## config.mk

```make
export PLATFORM = sky130hd
export DESIGN_NAME = rmt_ingress_pkt_filter
export DESIGN_NICKNAME = d
export VERILOG_FILES = /design/src/rtl/rmt_ingress_pkt_filter.sv
export SDC_FILE = /design/constraint.sdc
export NUM_CORES = 2
export LEC_CHECK = 0
export ABC_AREA = 1
export CAP_MARGIN = 20
export CORE_AREA = 2 2 576 578
export DETAILED_ROUTE_END_ITERATION = 8
export DIE_AREA = 0 0 578 580
export GPL_TIMING_DRIVEN = 0
export SLEW_MARGIN = 20
export SYNTH_ARGS = -nofsm -noshare
export SYNTH_HDL_FRONTEND = slang
export SYNTH_SLANG_ARGS = --single-unit
```

## constraint.sdc

```tcl
create_clock -name clk -period 1.8 [get_ports clk]
set_input_delay 0.18 -clock clk [delete_from_list [all_inputs] [get_ports clk]]
set_output_delay 0.18 -clock clk [all_outputs]
set_load 0.03 [all_outputs]
```

## src/rtl/rmt_ingress_pkt_filter.sv

```systemverilog
// AXI-Stream ingress filter: classifies each packet on beat 0 (CTRL/DATA/MALFORMED) and forwards or
// discards it whole per mode. Latency 1 cycle; 2-entry skid buffer, registered s_axis_tready.
module rmt_ingress_pkt_filter #(
   parameter int          C_S_AXIS_DATA_WIDTH  = 512,
   parameter int          C_S_AXIS_TUSER_WIDTH = 128,
   parameter logic [15:0] CTRL_UDP_PORT        = 16'hf1f2,
   parameter bit          DROP_MALFORMED       = 1'b1,
   parameter int          CNT_WIDTH            = 32
) (
   input  logic                              clk,
   input  logic                              aresetn,
   input  logic [1:0]                        mode,
   input  logic                              cnt_clr,
   input  logic [C_S_AXIS_DATA_WIDTH-1:0]    s_axis_tdata,
   input  logic [C_S_AXIS_DATA_WIDTH/8-1:0]  s_axis_tkeep,
   input  logic [C_S_AXIS_TUSER_WIDTH-1:0]   s_axis_tuser,
   input  logic                              s_axis_tvalid,
   output logic                              s_axis_tready,
   input  logic                              s_axis_tlast,
   output logic [C_S_AXIS_DATA_WIDTH-1:0]    m_axis_tdata,
   output logic [C_S_AXIS_DATA_WIDTH/8-1:0]  m_axis_tkeep,
   output logic [C_S_AXIS_TUSER_WIDTH-1:0]   m_axis_tuser,
   output logic                              m_axis_tvalid,
   output logic                              m_axis_tlast,
   input  logic                              m_axis_tready,
   output logic [CNT_WIDTH-1:0]              pass_cnt,
   output logic [CNT_WIDTH-1:0]              drop_cnt
);

   localparam int DW = C_S_AXIS_DATA_WIDTH;
   localparam int KW = C_S_AXIS_DATA_WIDTH / 8;
   localparam int UW = C_S_AXIS_TUSER_WIDTH;

   typedef enum logic [1:0] {ST_IDLE = 2'd0, ST_PASS = 2'd1, ST_DROP = 2'd2} state_t;

   state_t               state_q, state_d;
   logic                 is_ctrl, is_malformed, eff_ctrl, pkt_drop;
   logic                 beat_drop, s_hs, push, pop, pass_inc, drop_inc;
   logic                 rdy_q, rdy_d;
   logic [1:0]           cnt_q, cnt_d;
   logic                 wr_ptr_q, wr_ptr_d, rd_ptr_q, rd_ptr_d;
   logic [DW-1:0]        dat_q [2];
   logic [DW-1:0]        dat_d [2];
   logic [KW-1:0]        keep_q [2];
   logic [KW-1:0]        keep_d [2];
   logic [UW-1:0]        user_q [2];
   logic [UW-1:0]        user_d [2];
   logic [1:0]           last_q, last_d;
   logic [CNT_WIDTH-1:0] pass_cnt_q, pass_cnt_d, drop_cnt_q, drop_cnt_d;

   assign s_axis_tready = rdy_q;
   assign s_hs          = s_axis_tvalid & rdy_q;

   always_comb begin
      is_ctrl      = ({s_axis_tdata[8*12 +: 8], s_axis_tdata[8*13 +: 8]} == 16'h8100) &&
                     ({s_axis_tdata[8*16 +: 8], s_axis_tdata[8*17 +: 8]} == 16'h0800) &&
                     (s_axis_tdata[8*27 +: 8] == 8'h11) &&
                     ({s_axis_tdata[8*40 +: 8], s_axis_tdata[8*41 +: 8]} == CTRL_UDP_PORT);
      is_malformed = s_axis_tlast & ~s_axis_tkeep[41];
      // A malformed packet that is not dropped outright is handled as DATA.
      eff_ctrl     = is_ctrl & ~is_malformed;
      pkt_drop     = (is_malformed & DROP_MALFORMED) ||
                     (mode == 2'd3) ||
                     (mode == 2'd1 && !eff_ctrl) ||
                     (mode == 2'd2 && eff_ctrl);
   end

   always_ff @(posedge clk or negedge aresetn) begin
      if (!aresetn) state_q <= ST_IDLE;
      else          state_q <= state_d;
   end

   always_comb begin
      state_d = state_q;
      case (state_q)
         ST_IDLE: if (s_hs && !s_axis_tlast) state_d = pkt_drop ? ST_DROP : ST_PASS;
         ST_PASS,
         ST_DROP: if (s_hs && s_axis_tlast) state_d = ST_IDLE;
         default: state_d = ST_IDLE;
      endcase
   end

   always_comb begin
      beat_drop = (state_q == ST_IDLE) ? pkt_drop : (state_q == ST_DROP);
      push      = s_hs & ~beat_drop;
      pop       = (cnt_q != 2'd0) & m_axis_tready;
      pass_inc  = s_hs & s_axis_tlast & ~beat_drop;
      drop_inc  = s_hs & s_axis_tlast & beat_drop;
   end

   always_comb begin
      dat_d    = dat_q;
      keep_d   = keep_q;
      user_d   = user_q;
      last_d   = last_q;
      wr_ptr_d = wr_ptr_q;
      rd_ptr_d = rd_ptr_q;
      if (push) begin
         dat_d[wr_ptr_q]  = s_axis_tdata;
         keep_d[wr_ptr_q] = s_axis_tkeep;
         user_d[wr_ptr_q] = s_axis_tuser;
         last_d[wr_ptr_q] = s_axis_tlast;
         wr_ptr_d         = ~wr_ptr_q;
      end
      if (pop) rd_ptr_d = ~rd_ptr_q;
      cnt_d = cnt_q + 2'(push) - 2'(pop);
      // Dropped beats never push, so in DROP the buffer only drains and ready stays high.
      rdy_d = (cnt_d != 2'd2);

      pass_cnt_d = pass_cnt_q;
      drop_cnt_d = drop_cnt_q;
      if (pass_inc && pass_cnt_q != '1) pass_cnt_d = pass_cnt_q + CNT_WIDTH'(1);
      if (drop_inc && drop_cnt_q != '1) drop_cnt_d = drop_cnt_q + CNT_WIDTH'(1);
      if (cnt_clr) begin
         pass_cnt_d = '0;
         drop_cnt_d = '0;
      end
   end

   always_ff @(posedge clk or negedge aresetn) begin
      if (!aresetn) begin
         dat_q      <= '{default: '0};
         keep_q     <= '{default: '0};
         user_q     <= '{default: '0};
         last_q     <= '0;
         wr_ptr_q   <= 1'b0;
         rd_ptr_q   <= 1'b0;
         cnt_q      <= '0;
         rdy_q      <= 1'b1;
         pass_cnt_q <= '0;
         drop_cnt_q <= '0;
      end else begin
         dat_q      <= dat_d;
         keep_q     <= keep_d;
         user_q     <= user_d;
         last_q     <= last_d;
         wr_ptr_q   <= wr_ptr_d;
         rd_ptr_q   <= rd_ptr_d;
         cnt_q      <= cnt_d;
         rdy_q      <= rdy_d;
         pass_cnt_q <= pass_cnt_d;
         drop_cnt_q <= drop_cnt_d;
      end
   end

   assign m_axis_tvalid = (cnt_q != 2'd0);
   assign m_axis_tdata  = dat_q[rd_ptr_q];
   assign m_axis_tkeep  = keep_q[rd_ptr_q];
   assign m_axis_tuser  = user_q[rd_ptr_q];
   assign m_axis_tlast  = last_q[rd_ptr_q];
   assign pass_cnt      = pass_cnt_q;
   assign drop_cnt      = drop_cnt_q;

endmodule

```

### After elaboration in Yosys (flattened, before gate mapping)

Index checks and enable logic that the tools add are counted.

* add/sub/neg operators: 4
* multipliers: 0
* divide/modulo/power cells: 0
* magnitude comparators: 6
* equality and inequality tests: 14
* shift operators: 0
* muxes and demuxes: 32
* bitwise operators: 15
* reduce and logical (&&, ||, !) cells: 22

Operator list (number)
* $mux W512: 4
* $bwmux W1024: 1
* $demux W512 S1: 1
* $mux W128: 4
* $bwmux W256: 1
* $mux W64: 4
* $bwmux W128: 1
* $demux W128 S1: 1
* $mux W32: 4
* $add A32 B1 Y32 const B: 2
* $demux W64 S1: 1
* $ne A32 B32 Y1 const B: 2
* $eq A16 B16 Y1 const B: 2
* $eq A16 B12 Y1 const B: 1
* $logic_and A1 B1 Y1: 11
* $and A1 B1 Y1: 8
* $eq A8 B5 Y1 const B: 1
* $eq A2 B2 Y1 const B: 3
* $mux W2: 3
* $ne A2 B2 Y1 const B: 3
* $reduce_bool A2 Y1: 3
* $not A1 Y1: 5
* $eq A2 B1 Y1 const B: 2
* $ge A2 B2 Y1 const B: 2
* other kinds (15): 23

* register bits: 1481
* latch bits: 0
* bits in writable memories: 0
* ROM bits: 0
* input bits: 712
* memories: 0

### Longest topological paths before layout

* word-level depth: 15
* gate-level depth with buffers: 17
* gate-level depth less buffers: 15

### Worst setup path before layout

OpenSTA, ideal clock, no wires.

* path kind: reg-to-reg
* start point: register pass_cnt_q[1] (netlist: pass_cnt[1])
* end point: register pass_cnt_q[25] (netlist: pass_cnt[25])
* setup time: 0.066 ns
* arrival: 2.044 ns
* data required time: 1.734 ns
* setup slack: -0.310 ns
* stages on the path, launching flop included: 13
* buffers on the path: 1
* period minus slack after synthesis: 2.110 ns
* cells stage by stage: dfrtp_1 > ha_1 > nand2_1 > nor2_1 > nand2_1 > nor3_1 > nand4_1 > nor2_1 > nor2_1 > nand3_2 > buf_2 > nand3_1 > nand2_1

* longest elaborated chain between the ends: 3

Ends and longest elaborated chain
* start, declared: line 49 `logic [CNT_WIDTH-1:0] pass_cnt_q, pass_cnt_d, drop_cnt_q, drop_cnt_d;`
* start signal, assigned: line 141 `pass_cnt_q <= pass_cnt_d;`
* $add A32 B1 Y32 / $ne A32 B32 Y1 (equally long branches): line 112 `if (pass_inc && pass_cnt_q != '1) pass_cnt_d = pass_cnt_q + CNT_WIDTH'(1);`
* $mux W32 / $logic_and A1 B1 Y1 (equally long branches): line 112
* $mux W32 / $reduce_bool A2 Y1 (equally long branches)

Several ways; a longest one is shown, not always the timed one. The select of a mux whose other input is x is not followed.
A chain may end at the register's enable or synchronous reset.

### Worst setup path after layout

* start point: register wr_ptr_q
* end point: register user_q[249] (netlist bit)

* longest elaborated chain between the ends: 6

Ends and longest elaborated chain
* start, declared: line 41 `logic wr_ptr_q, wr_ptr_d, rd_ptr_q, rd_ptr_d;`
* start signal, assigned: line 137 `wr_ptr_q <= wr_ptr_d;`
* $not A1 Y2 (implied by the code) *: line 101 `user_d[wr_ptr_q] = s_axis_tuser;`
* $ge A2 B2 Y1 (implied by the code) / $lt A2 B1 Y1 (equally long branches): line 101
* $logic_and A1 B1 Y1 (implied by the code): line 101
* $mux W128 (implied by the code): line 101
* $demux W128 S1 *: line 101
* $bwmux W256 *: line 101
* end signal, assigned: line 135 `user_q <= user_d;`
* end, declared: line 46 `logic [UW-1:0] user_q [2];`

Mark *: on every way between the ends. The rest lies on a longest branch, timed or not.

==> impl_metrics.env <==
export IMPL_status="finished, violations left"
export IMPL_violations="hold timing, setup timing"
export IMPL_crit_type="flip-flop to flip-flop"
export IMPL_cts_sinks=1481
export IMPL_synth_ff_type="dfrtp_1"
export IMPL_insertion_delay_ns=0.90
export IMPL_worstSetupEndpointType="flip-flop"
export IMPL_numPortBuffers=1482
export IMPL_cts_root_buf="clkbuf_16"
export IMPL_async_reset_ff_share_pct=100
export IMPL_place_ws_ns=-2.94
export IMPL_fmax_mhz=354
export IMPL_relSlewSlack_pct=20.8
export IMPL_post_route_cell_area_sq_um=109000
export IMPL_setup_tns_ns=-1821.88
export IMPL_p_per_area_nw_per_um2=2010
export IMPL_worstMarginPinSlew_ns=1.19
export IMPL_area_growth_pct=52.9
export IMPL_required_ns=2.55
export IMPL_grt_usage_pct=24.8
export IMPL_setup_ws_ns=-1.03
export IMPL_layoutNonFillerInstCount=16416
export IMPL_dp_hpwl_um=333000
export IMPL_n_fill_cell=34900
export IMPL_core_sq_um=329000
export IMPL_r2r_end="user_q[249]$_DFFE_PN0P_"
export IMPL_die_w_um=578
export IMPL_drv_cap=0
export IMPL_finalClockSkew_ns=0.0655
export IMPL_num_vias=79982
export IMPL_cts_buffer_depth=4
export IMPL_grt_pass1_vias=76046
export IMPL_synth_seq_cells=1481
export IMPL_p_total_mw=220
export IMPL_antenna_found_initial=220
export IMPL_synthTopCellsByArea="dfrtp_1, nand2_1, nand4_1, clkbuf_1, buf_2"
export IMPL_synth_area_sq_um=71500
export IMPL_viasPerCell=4.87
export IMPL_tritoncts="done"
export IMPL_fp_dieArea_sq_um=335000
export IMPL_ys_warnings_count=0
export IMPL_ios=1483
export IMPL_rr_worst_depth=6
export IMPL_setup_viol=2624
export IMPL_gp_congestion=0.957
export IMPL_synth_edf_count=0
export IMPL_nets=12466
export IMPL_rrSetupSlack_ns=-1.03
export IMPL_layout_drive_gt1_share_pct=15.3
export IMPL_yosys_area_top_type="dfrtp_1"
export IMPL_grt_setup_unrepaired="yes"
export IMPL_p_leak_nw=57.1
export IMPL_finalHoldViolCount=383
export IMPL_grt_overflow=0
export IMPL_start_util_pct=21.7
export IMPL_final_min_clock_period_ns=2.83
export IMPL_dr_pass1_iters=7
export IMPL_syn_avg_cell_area_sq_um=7.68
export IMPL_period_share_pct=157
export IMPL_synth_most_common_cell="nand2_1"
export IMPL_syn_num_nets=10032
export IMPL_synth_seq_area_share_pct=51.8
export IMPL_netlist_instances=9314
export IMPL_synth_top_cell_area_share_pct=51.8
export IMPL_ys_top_cells_by_count="nand2_1, nand4_1, dfrtp_1, clkbuf_1, buf_2"
export IMPL_clk_pin_slew_ns=0.06
export IMPL_wire_per_inst_um=26.3
export IMPL_hold_buffers=671
export IMPL_r2r_start="wr_ptr_q$_DFFE_PN0N_"
export IMPL_grt_first_pass_wirelength_um=596000
export IMPL_htreeDepth=4
export IMPL_final_max_slew_viol_count=0
export IMPL_num_rows=211
export IMPL_start_kind="flip-flop"
export IMPL_synth_cell_types=29
export IMPL_cts_made_buffers=182
export IMPL_ant_nets=0
export IMPL_grt_start_max_net_pins=141
export IMPL_first_iter_violations=8033
export IMPL_worstHoldPathType="primary input to asynchronous set/reset pin"
export IMPL_peakVddDrop_uv=1110
export IMPL_die_y_um=580
export IMPL_cp_data_arrival_time_ns=3.58
export IMPL_path_max_fanout=10
export IMPL_routed_wl_um=432000
export IMPL_fin_util_pct=33.2
export IMPL_dp_cells=15182
export IMPL_drc=0
export IMPL_hold_ws_ns=-0.787
export IMPL_dpl_cell_area_sq_um=92600
-- logic make-up after synthesis --
family | Yosys count | synth area share (%)
fa+ha+maj | 6 | 0.105
flops | 1481 | 51.8
simple gates | 6840 | 41.4
buf+inv | 921 | 5.86
compound gates | 3 | 0.0210
xor+xnor | 63 | 0.772
-- critical path: stages, from the launching register on --
cell and delay, ns:
dfrtp_2 0.55, inv_2 0.16, clkbuf_2 0.31, clkbuf_1 0.78
clkbuf_1 0.62, nand4_1 0.17, nand2_1 0.11
-- where the power goes --
| group | leakage [nW] | internal [mW] | switching [mW] |
|---|---|---|---|
| Sequential | 18.9 | 46.9 | 7.46 |
| Clock | 2.92 | 21.5 | 16.2 |
| Combinational | 35.3 | 39.6 | 88.2 |
| Total | 57.1 | 108 | 112 |
-- sequential cells by signal, indices dropped and copies added, names as in the netlist --
signal,count
last_q,2
keep_q,128
cnt_q,2
dat_q,1024
rd_ptr_q,1
wr_ptr_q,1
s_axis_tready,1
pass_cnt,32
user_q,256
state_q,2
drop_cnt,32
-- routing by layer --
layer	GRT usage (%)	routed length (um)	vias to the layer above
li1	-	-	35699
met1	30.5	167000	38974
met2	38.4	191000	4236
met3	7.69	44500	1009
met4	13.8	29200	64
met5	0	404	-
-- timing repair --
| item | in CTS | in global routing |
|---|---|---|
| resized for setup | 2174 | 1695 |
| endpoints found under the hold margin | 1718 | 372 |
| gates cloned | 22 | 5 |
| setup endpoints to repair | 2626 | 2824 |
| buffers inserted | 46 | 17 |
| pin swaps | 69 | 25 |
-- final cells by class --
cell class | count | area (sq um) | area share [%]
inverter | 105 | 425 | 0.389
multi-input combinational | 6912 | 31700 | 29.0
clock inverter | 60 | 663 | 0.607
buffer | 808 | 5690 | 5.21
tap | 4366 | 5460 | 5.00
sequential | 1481 | 37100 | 33.9
timing repair buffer | 2258 | 22600 | 20.7
clock buffer | 270 | 5280 | 4.83
antenna | 156 | 390 | 0.357
-- placed cells by master, fill, tap and decap left out, types with 4 or more instances in the layout --
cell type,n
nand2_4,124
dlygate4sd2_1,11
xor2_1,41
buf_8,70
clkinvlp_4,6
dlymetal6s2s_1,150
nand2_1,4850
buf_2,194
clkbuf_1,283
clkbuf_2,396
buf_1,14
inv_1,102
clkbuf_16,235
clkbuf_4,61
nor3_1,25
xnor2_1,22
buf_12,41
inv_6,7
clkdlybuf4s50_1,770
clkinv_2,27
bufinv_16,9
nor2_1,87
nor2_4,4
buf_4,146
buf_16,22
nand4_1,1484
diode_2,156
dlygate4sd3_1,671
clkinv_4,6
dfrtp_1,1467
clkbuf_8,57
nand3_1,84
nand2_2,163
inv_16,4
dfrtp_2,13
buf_6,215
-- worst max path at each step --
stage / startpoint / endpoint
global placement: aresetn / pass_cnt[2]$_DFFE_PN0P_
CTS: rd_ptr_q$_DFFE_PN0P_ / m_axis_tdata[291]
floorplan: drop_cnt[0]$_DFFE_PN0P_ / drop_cnt[10]$_DFFE_PN0P_
detailed placement: s_axis_tdata[335] / dat_q[817]$_DFFE_PN0P_
finish: wr_ptr_q$_DFFE_PN0N_ / user_q[249]$_DFFE_PN0P_
global route: rd_ptr_q$_DFFE_PN0P_ / m_axis_tkeep[48]
(Power assumes the default switching activity.)
